--- src/rtl/display_pkg.sv ---
// display_pkg
// Shared constants and helpers for the display scan path.
//   DIGIT_W            width of one BCD digit
//   BCD_BLANK_CODE     code that bcd_to_cathodes renders as an unlit digit
//   DEFAULT_NUM_DIGITS digit count of the combination-lock display
//   ptr_w(n)           width of an index that selects one of n digits

package display_pkg;

  localparam int DIGIT_W = 4;
  localparam logic [DIGIT_W-1:0] BCD_BLANK_CODE = 4'hF;
  localparam int DEFAULT_NUM_DIGITS = 4;

  function automatic int ptr_w(input int n);
    return $clog2(n);
  endfunction

endpackage

--- src/rtl/display_refresh_tick.sv ---
// display_refresh_tick
// Slot prescaler for the display scan.  Counts clock cycles within one digit
// slot and flags the last cycle of the slot.
// Ports:
//   clk       in   system clock
//   rst_n     in   asynchronous active-low reset
//   slot_tick out  1 on the last cycle of a slot (the next edge starts a new slot)
//   cnt_next  out  value the slot counter takes at the next edge; the scan
//                  mux registers its outputs from this so they line up with
//                  the counter state after the edge

module display_refresh_tick #(
  parameter int REFRESH_DIV = 50000,
  localparam int CNT_W = $clog2(REFRESH_DIV)
) (
  input  logic             clk,
  input  logic             rst_n,
  output logic             slot_tick,
  output logic [CNT_W-1:0] cnt_next
);

  localparam logic [CNT_W-1:0] CNT_LAST = CNT_W'(REFRESH_DIV - 1);

  logic [CNT_W-1:0] cnt;

  always_comb begin
    slot_tick = (cnt == CNT_LAST);
    cnt_next  = slot_tick ? '0 : cnt + CNT_W'(1);
  end

  always_ff @(posedge clk or negedge rst_n) begin
    if (!rst_n) begin
      cnt <= '0;
    end else begin
      cnt <= cnt_next;
    end
  end

endmodule

--- src/rtl/display_scan_mux.sv ---
// display_scan_mux
// Time-multiplexes the lock's code digits onto one shared 7-segment cathode
// bus.  Each slot selects one digit, drives its BCD value and pointer dot
// toward bcd_to_cathodes and pulls the matching anode low after a short
// all-off ghosting guard at the start of the slot.  Inputs are captured once
// per frame so a frame never shows a mix of old and new values.
// Ports:
//   clk                   in   system clock
//   rst_n                 in   asynchronous active-low reset
//   digits_in             in   packed BCD digits, digit i at [4i+3:4i], digit 0 leftmost
//   pointer_pos           in   index of the digit being edited
//   pointer_valid         in   1 = show the pointer dot at pointer_pos
//   digit                 out  BCD value of the active slot
//   position_pointer_now  out  1 = light the dot in the active slot
//   anode_n               out  active-low digit enables, anode_n[i] drives digit i
//   frame_start           out  one-cycle pulse on the first cycle of slot 0
// Build option:
//   DISPLAY_SCAN_MUX_POINTER_BLINK_EN  when defined, the pointer dot blinks
//   with a half-period of BLINK_DIV frames; otherwise it is steady.

module display_scan_mux
  import display_pkg::*;
#(
  parameter int NUM_DIGITS   = DEFAULT_NUM_DIGITS,
  parameter int REFRESH_DIV  = 50000,
  parameter int BLANK_CYCLES = 2,
  parameter int BLINK_DIV    = 64
) (
  input  logic                          clk,
  input  logic                          rst_n,
  input  logic [DIGIT_W*NUM_DIGITS-1:0] digits_in,
  input  logic [ptr_w(NUM_DIGITS)-1:0]  pointer_pos,
  input  logic                          pointer_valid,
  output logic [DIGIT_W-1:0]            digit,
  output logic                          position_pointer_now,
  output logic [NUM_DIGITS-1:0]         anode_n,
  output logic                          frame_start
);

  localparam int PTR_W = ptr_w(NUM_DIGITS);
  localparam int CNT_W = $clog2(REFRESH_DIV);
  localparam logic [PTR_W-1:0] LAST_IDX  = PTR_W'(NUM_DIGITS - 1);
  localparam logic [CNT_W-1:0] BLANK_END = CNT_W'(BLANK_CYCLES);

  logic             slot_tick;
  logic [CNT_W-1:0] cnt_next;

  logic [PTR_W-1:0] idx, idx_nx;
  logic             frame_wrap;

  // Snapshot kept as one entry per digit; the packing matches digits_in.
  logic [NUM_DIGITS-1:0][DIGIT_W-1:0] snap_digits, snap_digits_nx;
  logic [PTR_W-1:0]                   snap_ptr, snap_ptr_nx;
  logic                               snap_ptr_v, snap_ptr_v_nx;

  logic [NUM_DIGITS-1:0] anode_nx;
  logic                  blink_gate;

  display_refresh_tick #(
    .REFRESH_DIV (REFRESH_DIV)
  ) u_refresh_tick (
    .clk       (clk),
    .rst_n     (rst_n),
    .slot_tick (slot_tick),
    .cnt_next  (cnt_next)
  );

  // Slot index advance and once-per-frame input capture.
  always_comb begin
    frame_wrap     = slot_tick && (idx == LAST_IDX);
    idx_nx         = idx;
    snap_digits_nx = snap_digits;
    snap_ptr_nx    = snap_ptr;
    snap_ptr_v_nx  = snap_ptr_v;
    if (slot_tick) begin
      idx_nx = frame_wrap ? '0 : idx + PTR_W'(1);
    end
    if (frame_wrap) begin
      snap_digits_nx = digits_in;
      snap_ptr_nx    = pointer_pos;
      snap_ptr_v_nx  = pointer_valid;
    end
  end

  // Only the active slot's anode goes low, and only once the guard window
  // has elapsed, so the cathodes settle before the digit lights.
  always_comb begin
    anode_nx = '1;
    if (cnt_next >= BLANK_END) begin
      anode_nx[idx_nx] = 1'b0;
    end
  end

`ifdef DISPLAY_SCAN_MUX_POINTER_BLINK_EN
  localparam int BLINK_W = $clog2(BLINK_DIV + 1);
  localparam logic [BLINK_W-1:0] BLINK_LAST = BLINK_W'(BLINK_DIV);

  logic [BLINK_W-1:0] blink_cnt, blink_cnt_nx;
  logic               blink_phase, blink_phase_nx;

  // The first frame after reset only shows the reset snapshot and is not
  // counted; the phase then flips after every BLINK_DIV displayed frames.
  always_comb begin
    blink_cnt_nx   = blink_cnt;
    blink_phase_nx = blink_phase;
    if (frame_wrap) begin
      if (blink_cnt == BLINK_LAST) begin
        blink_cnt_nx   = BLINK_W'(1);
        blink_phase_nx = ~blink_phase;
      end else begin
        blink_cnt_nx = blink_cnt + BLINK_W'(1);
      end
    end
  end

  always_ff @(posedge clk or negedge rst_n) begin
    if (!rst_n) begin
      blink_cnt   <= '0;
      blink_phase <= 1'b1;
    end else begin
      blink_cnt   <= blink_cnt_nx;
      blink_phase <= blink_phase_nx;
    end
  end

  assign blink_gate = blink_phase_nx;
`else
  assign blink_gate = 1'b1;
`endif

  // Outputs are registered from next-state values so they describe the
  // slot the counter is in after this edge.
  always_ff @(posedge clk or negedge rst_n) begin
    if (!rst_n) begin
      idx                  <= '0;
      snap_digits          <= '0;
      snap_ptr             <= '0;
      snap_ptr_v           <= 1'b0;
      digit                <= '0;
      position_pointer_now <= 1'b0;
      anode_n              <= '1;
      frame_start          <= 1'b0;
    end else begin
      idx                  <= idx_nx;
      snap_digits          <= snap_digits_nx;
      snap_ptr             <= snap_ptr_nx;
      snap_ptr_v           <= snap_ptr_v_nx;
      digit                <= snap_digits_nx[idx_nx];
      position_pointer_now <= snap_ptr_v_nx && (snap_ptr_nx == idx_nx) && blink_gate;
      anode_n              <= anode_nx;
      frame_start          <= (idx_nx == '0) && (cnt_next == '0);
    end
  end

endmodule

--- config.mk ---
export PLATFORM = sky130hd
export DESIGN_NAME = display_scan_mux
export DESIGN_NICKNAME = d
export VERILOG_FILES = /design/src/rtl/display_pkg.sv /design/src/rtl/display_refresh_tick.sv /design/src/rtl/display_scan_mux.sv
export SDC_FILE = /design/constraint.sdc
export NUM_CORES = 1
export LEC_CHECK = 0
export BUFFER_PORTS_ARGS = -buffer_cell sky130_fd_sc_hd__buf_2
export CAP_MARGIN = 30
export CELL_PAD_IN_SITES_DETAIL_PLACEMENT = 0
export CELL_PAD_IN_SITES_GLOBAL_PLACEMENT = 1
export CORE_ASPECT_RATIO = 1.25
export CORE_MARGIN = 3
export CORE_UTILIZATION = 46
export DETAILED_ROUTE_END_ITERATION = 16
export GPL_ROUTABILITY_DRIVEN = 1
export PLACE_DENSITY_LB_ADDON = 0.1
export SLEW_MARGIN = 20
export SYNTH_ARGS = -nofsm -noshare
export SYNTH_HDL_FRONTEND = slang
export SYNTH_SLANG_ARGS = --single-unit
--- constraint.sdc ---
create_clock -name clk -period 3.84 [get_ports clk]
set_clock_uncertainty 0.15 [all_clocks]
set_input_delay 0.768 -clock clk [delete_from_list [all_inputs] [get_ports clk]]
set_output_delay 0.768 -clock clk [all_outputs]
set_load 0.03 [all_outputs]
==> insert_results.sql, run 1 <==
INSERT INTO impl_metrics (metric_group, metric, value, unit) VALUES
('placement', 'routability_congestion_estimate', '0.8611', ''),
('cells_and_area', 'area_growth', '14.00', '%'),
('die', 'die_h', '85.46', 'um'),
('sta', 'setup-tns-final', '0', 'ns'),
('logic_synthesis', 'post-synth-top-count-cell', 'sky130_fd_sc_hd__dfrtp_1', ''),
('sta', 'slew-limit-headroom', '49.13', '%'),
('cts', 'cts.path.max_buffers', '2', ''),
('die', 'start_util', '48.41', '%'),
('cells_and_area', 'multi_input_area', '1055', 'um^2'),
('placement', 'port_buffers', '30', ''),
('worst_hold_path', 'min-delay-path-class', 'input pin to async pin', ''),
('die', 'die_w', '69.57', 'um'),
('power_and_ir_drop', 'power', '0.9752', 'mW'),
('placement', 'post-dp-hpwl', '3.426', 'mm'),
('cts', 'postCtsResizedCells', '0', ''),
('die', 'io_pins', '31', ''),
('run_status', 'run_status', 'completed', ''),
('sta', 'hold_violations', '0', ''),
('cts', 'tritoncts_clock_tree', 'done', ''),
('cts', 'cts-htree-levels', '2', ''),
('worst_setup_path', 'critical_path.startpoint_type', 'flip-flop', ''),
('die', 'rows', '28', ''),
('cells_and_area', 'antenna_fix_cells', '0', ''),
('cts', 'clk_transition_reported_paths', '0.08', 'ns'),
('sta', 'slew_violations', '0', ''),
('logic_synthesis', 'yosys_warnings', '0', ''),
('cts', 'numClockSinks', '47', ''),
('logic_synthesis', 'synth.net_count', '220', ''),
('cells_and_area', 'num-nets-final', '249', ''),
('cts', 'post_cts_hold_buffer_count', '0', ''),
('detailed_routing', 'detail_route.iter0.violations', '104', ''),
('logic_synthesis', 'synth-edff-count', '0', ''),
('logic_synthesis', 'netlist_instances', '195', ''),
('global_routing', 'grt_first_pass_wirelength', '8.135', 'mm'),
('power_and_ir_drop', 'power-per-cell-area', '368.2', 'nW/um^2'),
('logic_synthesis', 'ys_async_sr_fraction', '100.0', '%'),
('sta', 'timing.final.ws_setup', '0.9764', 'ns'),
('sta', 'timing.hold.ws', '0.2626', 'ns'),
('global_routing', 'track_usage', '17.29', '%'),
('worst_setup_path', 'crit_arrival', '2.88', 'ns'),
('logic_synthesis', 'yosys.area.top_type_share', '46.31', '%'),
('cts', 'clk-insertion-delay-late', '0.29', 'ns'),
('cts', 'cts_inserted_buffers', '5', ''),
('detailed_routing', 'drtAntennaViolNets', '0', ''),
('cts', 'post_cts.repair.setup_buffers', '0', ''),
('sta', 'clock.fmax', '349.2', 'MHz'),
('detailed_routing', 'finalWirelength', '4.632', 'mm'),
('logic_synthesis', 'synth_area', '2323', 'um^2'),
('detailed_routing', 'detailroute.via_count', '1601', ''),
('placement', 'post-place-ws', '1.005', 'ns'),
('die', 'die_ar', '5945', 'um^2'),
('logic_synthesis', 'synth.area.top_cells', 'sky130_fd_sc_hd__dfrtp_1, sky130_fd_sc_hd__mux2i_1, sky130_fd_sc_hd__mux2_4', ''),
('cts', 'clk_root_buffer_cell', 'sky130_fd_sc_hd__clkbuf_8', ''),
('worst_setup_path', 'kind_of_critical_path', 'flip-flop to flip-flop', ''),
('detailed_routing', 'post_drt_via_cell_ratio', '5.618', ''),
('logic_synthesis', 'synth-seq-cells', '47', ''),
('global_routing', 'first_global_vias', '1690', ''),
('logic_synthesis', 'synth.avg_cell_area', '11.92', 'um^2'),
('detailed_routing', 'dr.pass1.iters', '4', ''),
('global_routing', 'gr_ovfl_total', '0', ''),
('logic_synthesis', 'seq_area_frac_synth', '50.83', '%'),
('sta', 'rsz_0062_raised_after_global_routing', 'no', ''),
('power_and_ir_drop', 'power.leakage', '1.188', 'nW'),
('cells_and_area', 'register_area', '1181', 'um^2'),
('logic_synthesis', 'library_cell_with_the_largest_summed_area_after_synthesis', 'sky130_fd_sc_hd__dfrtp_1', ''),
('global_routing', 'grt_antenna_before_repair', '0', ''),
('sta', 'setup-violations-final', '0', ''),
('logic_synthesis', 'yosysUniqueCellTypes', '38', ''),
('cells_and_area', 'num-fill-cells', '415', ''),
('flow_run', 'timing.max_cap.violations', '0', ''),
('sta', 'timing.final.crit_share', '74.57', '%');
[state kept, by name, indices dropped and copies added (netlist names)]
name / count
u_refresh_tick.cnt: 16
idx: 2
snap_digits: 16
frame_start: 1
anode_n: 4
snap_ptr: 2
snap_ptr_v: 1
digit: 4
position_pointer_now: 1
[worst max-delay path, cell delays in order, from the launching register on]
cell	delay, ns
sky130_fd_sc_hd__dfrtp_1	0.47
sky130_fd_sc_hd__ha_1	0.27
sky130_fd_sc_hd__nand3_1	0.21
sky130_fd_sc_hd__nor4_4	0.63
sky130_fd_sc_hd__mux2i_1	0.42
sky130_fd_sc_hd__inv_2	0.23
sky130_fd_sc_hd__mux2i_1	0.23
sky130_fd_sc_hd__mux2i_1	0.12
[cell type report]
cell class / count / area share [%]
flip-flops and latches: 47 / 44.59
inverters: 7 / 1.039
clock buffers: 6 / 2.740
multi-input cells: 131 / 39.82
clock inverters: 2 / 2.267
repair buffers: 32 / 6.708
well taps: 60 / 2.834
[power by group]
part | internal, mW | leakage (nW) | switching [mW]
clock | 0.260 | 0.0654 | 0.154
combinational | 0.0242 | 0.548 | 0.0263
sequential | 0.507 | 0.574 | 0.00336
[worst paths after layout]
kind                       cells after the start                        to  slack, ns                             from
max                                            7        digit[0]$_DFF_PN0_       0.98  u_refresh_tick.cnt[0]$_DFF_PN0_
min                                            1  snap_digits[4]$_DFF_PN0_       0.26                            rst_n
max reg2reg                                    7        digit[0]$_DFF_PN0_       0.98  u_refresh_tick.cnt[0]$_DFF_PN0_
min reg2reg                                    1  snap_digits[9]$_DFF_PN0_       0.35         snap_digits[9]$_DFF_PN0_
max in group asynchronous                      2      anode_n[3]$_DFF_PN1_       2.70                            rst_n
min in group clk                               1  snap_digits[9]$_DFF_PN0_       0.35         snap_digits[9]$_DFF_PN0_
[layout by cell type (no fill, tap or decap), drive strengths merged, types with 4 or more instances in the layout]
cell type / instances
xor2: 8
xnor2: 8
buf: 32
nor4: 5
nor2: 14
inv: 6
nand2: 6
ha: 4
dfstp: 4
dfrtp: 43
mux2i: 16
nand4: 6
nand3: 14
mux2: 19
clkbuf: 6
[layer usage]
metal | wire (um) | share of wire [%] | track usage, % | vias up
met5 | 0 | 0 | 0 | -
met4 | 132 | 2.8 | 8.171 | 0
li1 | - | - | - | 750
met1 | 1836 | 40 | 19.69 | 782
met3 | 195 | 4.2 | 3.791 | 15
met2 | 2467 | 53 | 30.64 | 54
[per-stage QoR]
stage               cell area [um^2]  instances  utilization (%)
floorplan                       2323        195                -
CTS                             2649        285            55.19
detailed placement              2516        277            52.42
global placement                2496        276            52.01
finish                          2649        285            55.19
global route                    2649        285            55.19
[kinds of logic (layout without fill, tap and decap cells)]
kind of cell	count (synthesis)	in the layout	synth area share [%]
buffers and inverters	17	47	3.769
adder cells (fa/ha/maj)	4	4	2.154
flip-flops	47	47	50.83
multiplexers	35	35	17.56
XOR/XNOR	16	16	6.031
AND/OR/NAND/NOR	65	65	16.64
AO/OA/AOI/OAI	11	11	3.016
Note: power is estimated with default switching activity, not from simulation.
==> run 2, diff against run 1 <==
Settings changed: ABC_AREA from default to 1, CORE_UTILIZATION 46 to 42.
Clock period 3.84 ns to 2.7 ns, I/O delays scaled along.
==> run 2 against run 1 <==
Clock-buffer cell count did not move; via count rose by 28%; register-to-register slack got worse by 0.56 ns; clock power rose by 49%; synthesized cell count rose by 75%; critical endpoint is now digit[3]$_DFF_PN0_; final cell count rose by 55%; design area rose by 7.4%; highest routed layer unchanged; core utilization fell by 4.3 points.
==> insert_results.sql, run 2 <==
INSERT INTO impl_metrics (metric_group, metric, value, unit) VALUES
('detailed_routing', 'drt-wirelength-per-cell', '12.22', 'um'),
('die', 'die_ar', '6929', 'um^2'),
('logic_synthesis', 'seq_area_frac_synth', '47.18', '%'),
('die', 'die_w', '75.06', 'um'),
('sta', 'final.min_clock_period', '2.287', 'ns'),
('sta', 'clock.fmax', '437.2', 'MHz'),
('logic_synthesis', 'ys_async_sr_fraction', '100.0', '%'),
('logic_synthesis', 'synth.net_count', '367', ''),
('sta', 'timing.final.ws_setup', '0.4125', 'ns'),
('cells_and_area', 'most-common-layout-cells', 'sky130_fd_sc_hd__nand2_1, sky130_fd_sc_hd__inv_1, sky130_fd_sc_hd__nor2_1', ''),
('global_routing', 'maximum_number_of_pins_on_one_net_before_global_route_repair', '40', ''),
('cts', 'cts.path.max_buffers', '2', ''),
('global_routing', 'track_usage', '17.71', '%'),
('die', 'floorplan.core_area', '5593', 'um^2'),
('cells_and_area', 'drive_above_1_share', '15.61', '%'),
('cts', 'clk-insertion-delay-late', '0.30', 'ns'),
('power_and_ir_drop', 'peakVddDrop', '0.2347', 'mV'),
('logic_synthesis', 'post-synth-top-count-cell', 'sky130_fd_sc_hd__nand2_1', ''),
('detailed_routing', 'post_drt_via_cell_ratio', '4.652', ''),
('global_routing', 'first_global_vias', '2052', ''),
('cts', 'post_cts_hold_buffer_count', '0', ''),
('logic_synthesis', 'synth.avg_cell_area', '7.321', 'um^2'),
('sta', 'setup-violations-final', '0', ''),
('logic_synthesis', 'synth_area', '2504', 'um^2'),
('logic_synthesis', 'synth-edff-count', '0', ''),
('cells_and_area', 'layout_commonest_cell', 'sky130_fd_sc_hd__nand2_1', ''),
('cts', 'postCtsResizedCells', '0', ''),
('die', 'start_util', '44.77', '%'),
('sta', 'rsz_0062_raised_after_global_routing', 'no', ''),
('cts', 'cts_inserted_buffers', '5', ''),
('cts', 'clk_transition_reported_paths', '0.09', 'ns'),
('global_routing', 'gr_ovfl_total', '0', ''),
('logic_synthesis', 'yosys_warnings', '0', ''),
('die', 'io_pins', '31', ''),
('placement', 'port_buffers', '30', ''),
('worst_setup_path', 'critical_path.startpoint_type', 'flip-flop', ''),
('logic_synthesis', 'yosys.area.top_type_share', '42.98', '%'),
('sta', 'slew_violations', '0', ''),
('worst_setup_path', 'worst_r2r_path_depth', '11', ''),
('worst_hold_path', 'min-delay-path-class', 'input pin to async pin', ''),
('sta', 'hold_violations', '0', ''),
('worst_setup_path', 'kind_of_critical_path', 'flip-flop to flip-flop', ''),
('logic_synthesis', 'library_cell_with_the_largest_summed_area_after_synthesis', 'sky130_fd_sc_hd__dfrtp_1', ''),
('run_status', 'run_status', 'completed', ''),
('power_and_ir_drop', 'power.leakage', '1.725', 'nW'),
('detailed_routing', 'finalWirelength', '5.402', 'mm'),
('global_routing', 'grt_first_pass_wirelength', '9.328', 'mm'),
('global_routing', 'grt_antenna_before_repair', '0', ''),
('logic_synthesis', 'yosysUniqueCellTypes', '25', ''),
('die', 'die_h', '92.32', 'um'),
('power_and_ir_drop', 'power-per-cell-area', '476.1', 'nW/um^2'),
('sta', 'setup-tns-final', '0', 'ns'),
('placement', 'post-place-ws', '0.4077', 'ns'),
('cts', 'numClockSinks', '47', ''),
('flow_run', 'timing.max_cap.violations', '0', ''),
('detailed_routing', 'detailroute.via_count', '2056', ''),
('cts', 'cts-htree-levels', '2', ''),
('worst_setup_path', 'cp_max_fo', '39', ''),
('die', 'rows', '30', ''),
('sta', 'timing.final.crit_share', '84.72', '%'),
('cts', 'post_cts.repair.setup_buffers', '0', ''),
('detailed_routing', 'drtAntennaViolNets', '0', ''),
('placement', 'routability_congestion_estimate', '0.8413', ''),
('logic_synthesis', 'netlist_instances', '342', ''),
('worst_setup_path', 'crit_arrival', '2.33', 'ns'),
('placement', 'post-dp-hpwl', '4.234', 'mm'),
('cells_and_area', 'area_growth', '13.59', '%'),
('worst_setup_path', 'r2r_setup_slack', '0.41', 'ns'),
('worst_setup_path', 'crit_required', '2.74', 'ns'),
('detailed_routing', 'remaining_drc_errors', '0', ''),
('sta', 'worst-slew-pin-transition', '0.4545', 'ns'),
('logic_synthesis', 'synth-seq-cells', '47', ''),
('logic_synthesis', 'ys_top_cells_by_count', 'sky130_fd_sc_hd__nand2_1, sky130_fd_sc_hd__inv_1, sky130_fd_sc_hd__nor2_1', ''),
('cells_and_area', 'num-nets-final', '402', ''),
('sta', 'slew-limit-headroom', '69.70', '%'),
('logic_synthesis', 'synth.area.top_cells', 'sky130_fd_sc_hd__dfrtp_1, sky130_fd_sc_hd__nand2_1, sky130_fd_sc_hd__inv_1', ''),
('cells_and_area', 'largestRegisters', 'snap_digits: 16 flops, u_refresh_tick.cnt: 16 flops', ''),
('cts', 'tritoncts_clock_tree', 'done', ''),
('cts', 'clk_root_buffer_cell', 'sky130_fd_sc_hd__clkbuf_8', ''),
('cells_and_area', 'antenna_fix_cells', '0', ''),
('detailed_routing', 'detail_route.iter0.violations', '62', ''),
('detailed_routing', 'dr.pass1.iters', '4', ''),
('worst_setup_path', 'sort_of_element_at_the_end_of_the_critical_path', 'flip-flop', ''),
('logic_synthesis', 'dominantRegCellSynth', 'sky130_fd_sc_hd__dfrtp_1', '');
## run 2: changes by cell type after synthesis, sizes merged, moves of 5 or more
cell	before	now
o21ai	3	22
nand3	14	21
xor2	8	0
mux2	19	0
inv	6	79
clkbuf	7	0
mux2i	16	0
nand2	6	88
nor4	5	0
nor2	14	63
xnor2	8	0
## run 2: metrics by stage
step	cell area (um^2)	instances	power, mW	util [%]	hold WS [ns]
floorplan	2504	342	0.7219	-	0.09441
finish	2844	442	1.354	50.85	0.02579
detailed placement	2711	434	0.7541	48.48	0.3219
global placement	2711	434	0.7538	48.48	0.3197
CTS	2844	442	1.371	50.85	0.02969
global route	2844	442	1.408	50.85	0.04433
## run 2: area by class of cell
cell class | count | area (um^2)
Sequential cell | 47 | 1181
Clock inverter | 2 | 60.06
Fill cell | 583 | 2749
Tap cell | 64 | 80.08
Inverter | 80 | 300.3
Clock buffer | 6 | 72.57
Timing Repair Buffer | 33 | 185.2
Multi-Input combinational cell | 210 | 964.7
## run 2: report_power, final
| group | internal (mW) | switching [mW] | total [mW] |
|---|---|---|---|
| Combinational | 0.0135 | 0.0214 | 0.0349 |
| Clock | 0.370 | 0.245 | 0.616 |
| Sequential | 0.704 | 0 | 0.704 |
## run 2: path summary, 6_finish.rpt
kind	from	to
max in group asynchronous	rst_n	anode_n[3]$_DFF_PN1_
worst max register to register	u_refresh_tick.cnt[0]$_DFF_PN0_	digit[3]$_DFF_PN0_
worst max-delay path	u_refresh_tick.cnt[0]$_DFF_PN0_	digit[3]$_DFF_PN0_
worst min-delay path	rst_n	u_refresh_tick.cnt[3]$_DFF_PN0_
worst min register to register	snap_digits[6]$_DFF_PN0_	snap_digits[6]$_DFF_PN0_
min in group clk	pointer_valid	snap_ptr_v$_DFF_PN0_
## run 2: metal layers
layer	track usage (%)	routed length, um	vias up
met1	21.53	2294	935
met2	30.81	2838	33
met4	6.380	110	0
li1	-	-	1078
met5	0	0	-
met3	2.714	159	10
## run 2: logic make-up (layout without fill, tap and decap cells)
logic type | after synthesis | after routing | synth area share [%]
DFF | 47 | 47 | 47.18
and+or+nand+nor | 183 | 183 | 31.53
adders and majority gates | 4 | 4 | 1.999
buffers and inverters | 85 | 121 | 14.29
AOI/OAI and AO/OA | 23 | 23 | 4.998
## run 2: worst max-delay path: stages, from the launching register on
cell and delay, ns:
sky130_fd_sc_hd__dfrtp_1 0.45, sky130_fd_sc_hd__ha_1 0.26, sky130_fd_sc_hd__nand3_2 0.12, sky130_fd_sc_hd__nor2_2 0.13, sky130_fd_sc_hd__nand2_2 0.21, sky130_fd_sc_hd__nor2_4 0.17
sky130_fd_sc_hd__buf_12 0.20, sky130_fd_sc_hd__nand2_1 0.06, sky130_fd_sc_hd__o21ai_0 0.13, sky130_fd_sc_hd__nor2_1 0.09, sky130_fd_sc_hd__nor2_1 0.13, sky130_fd_sc_hd__nand2_1 0.07
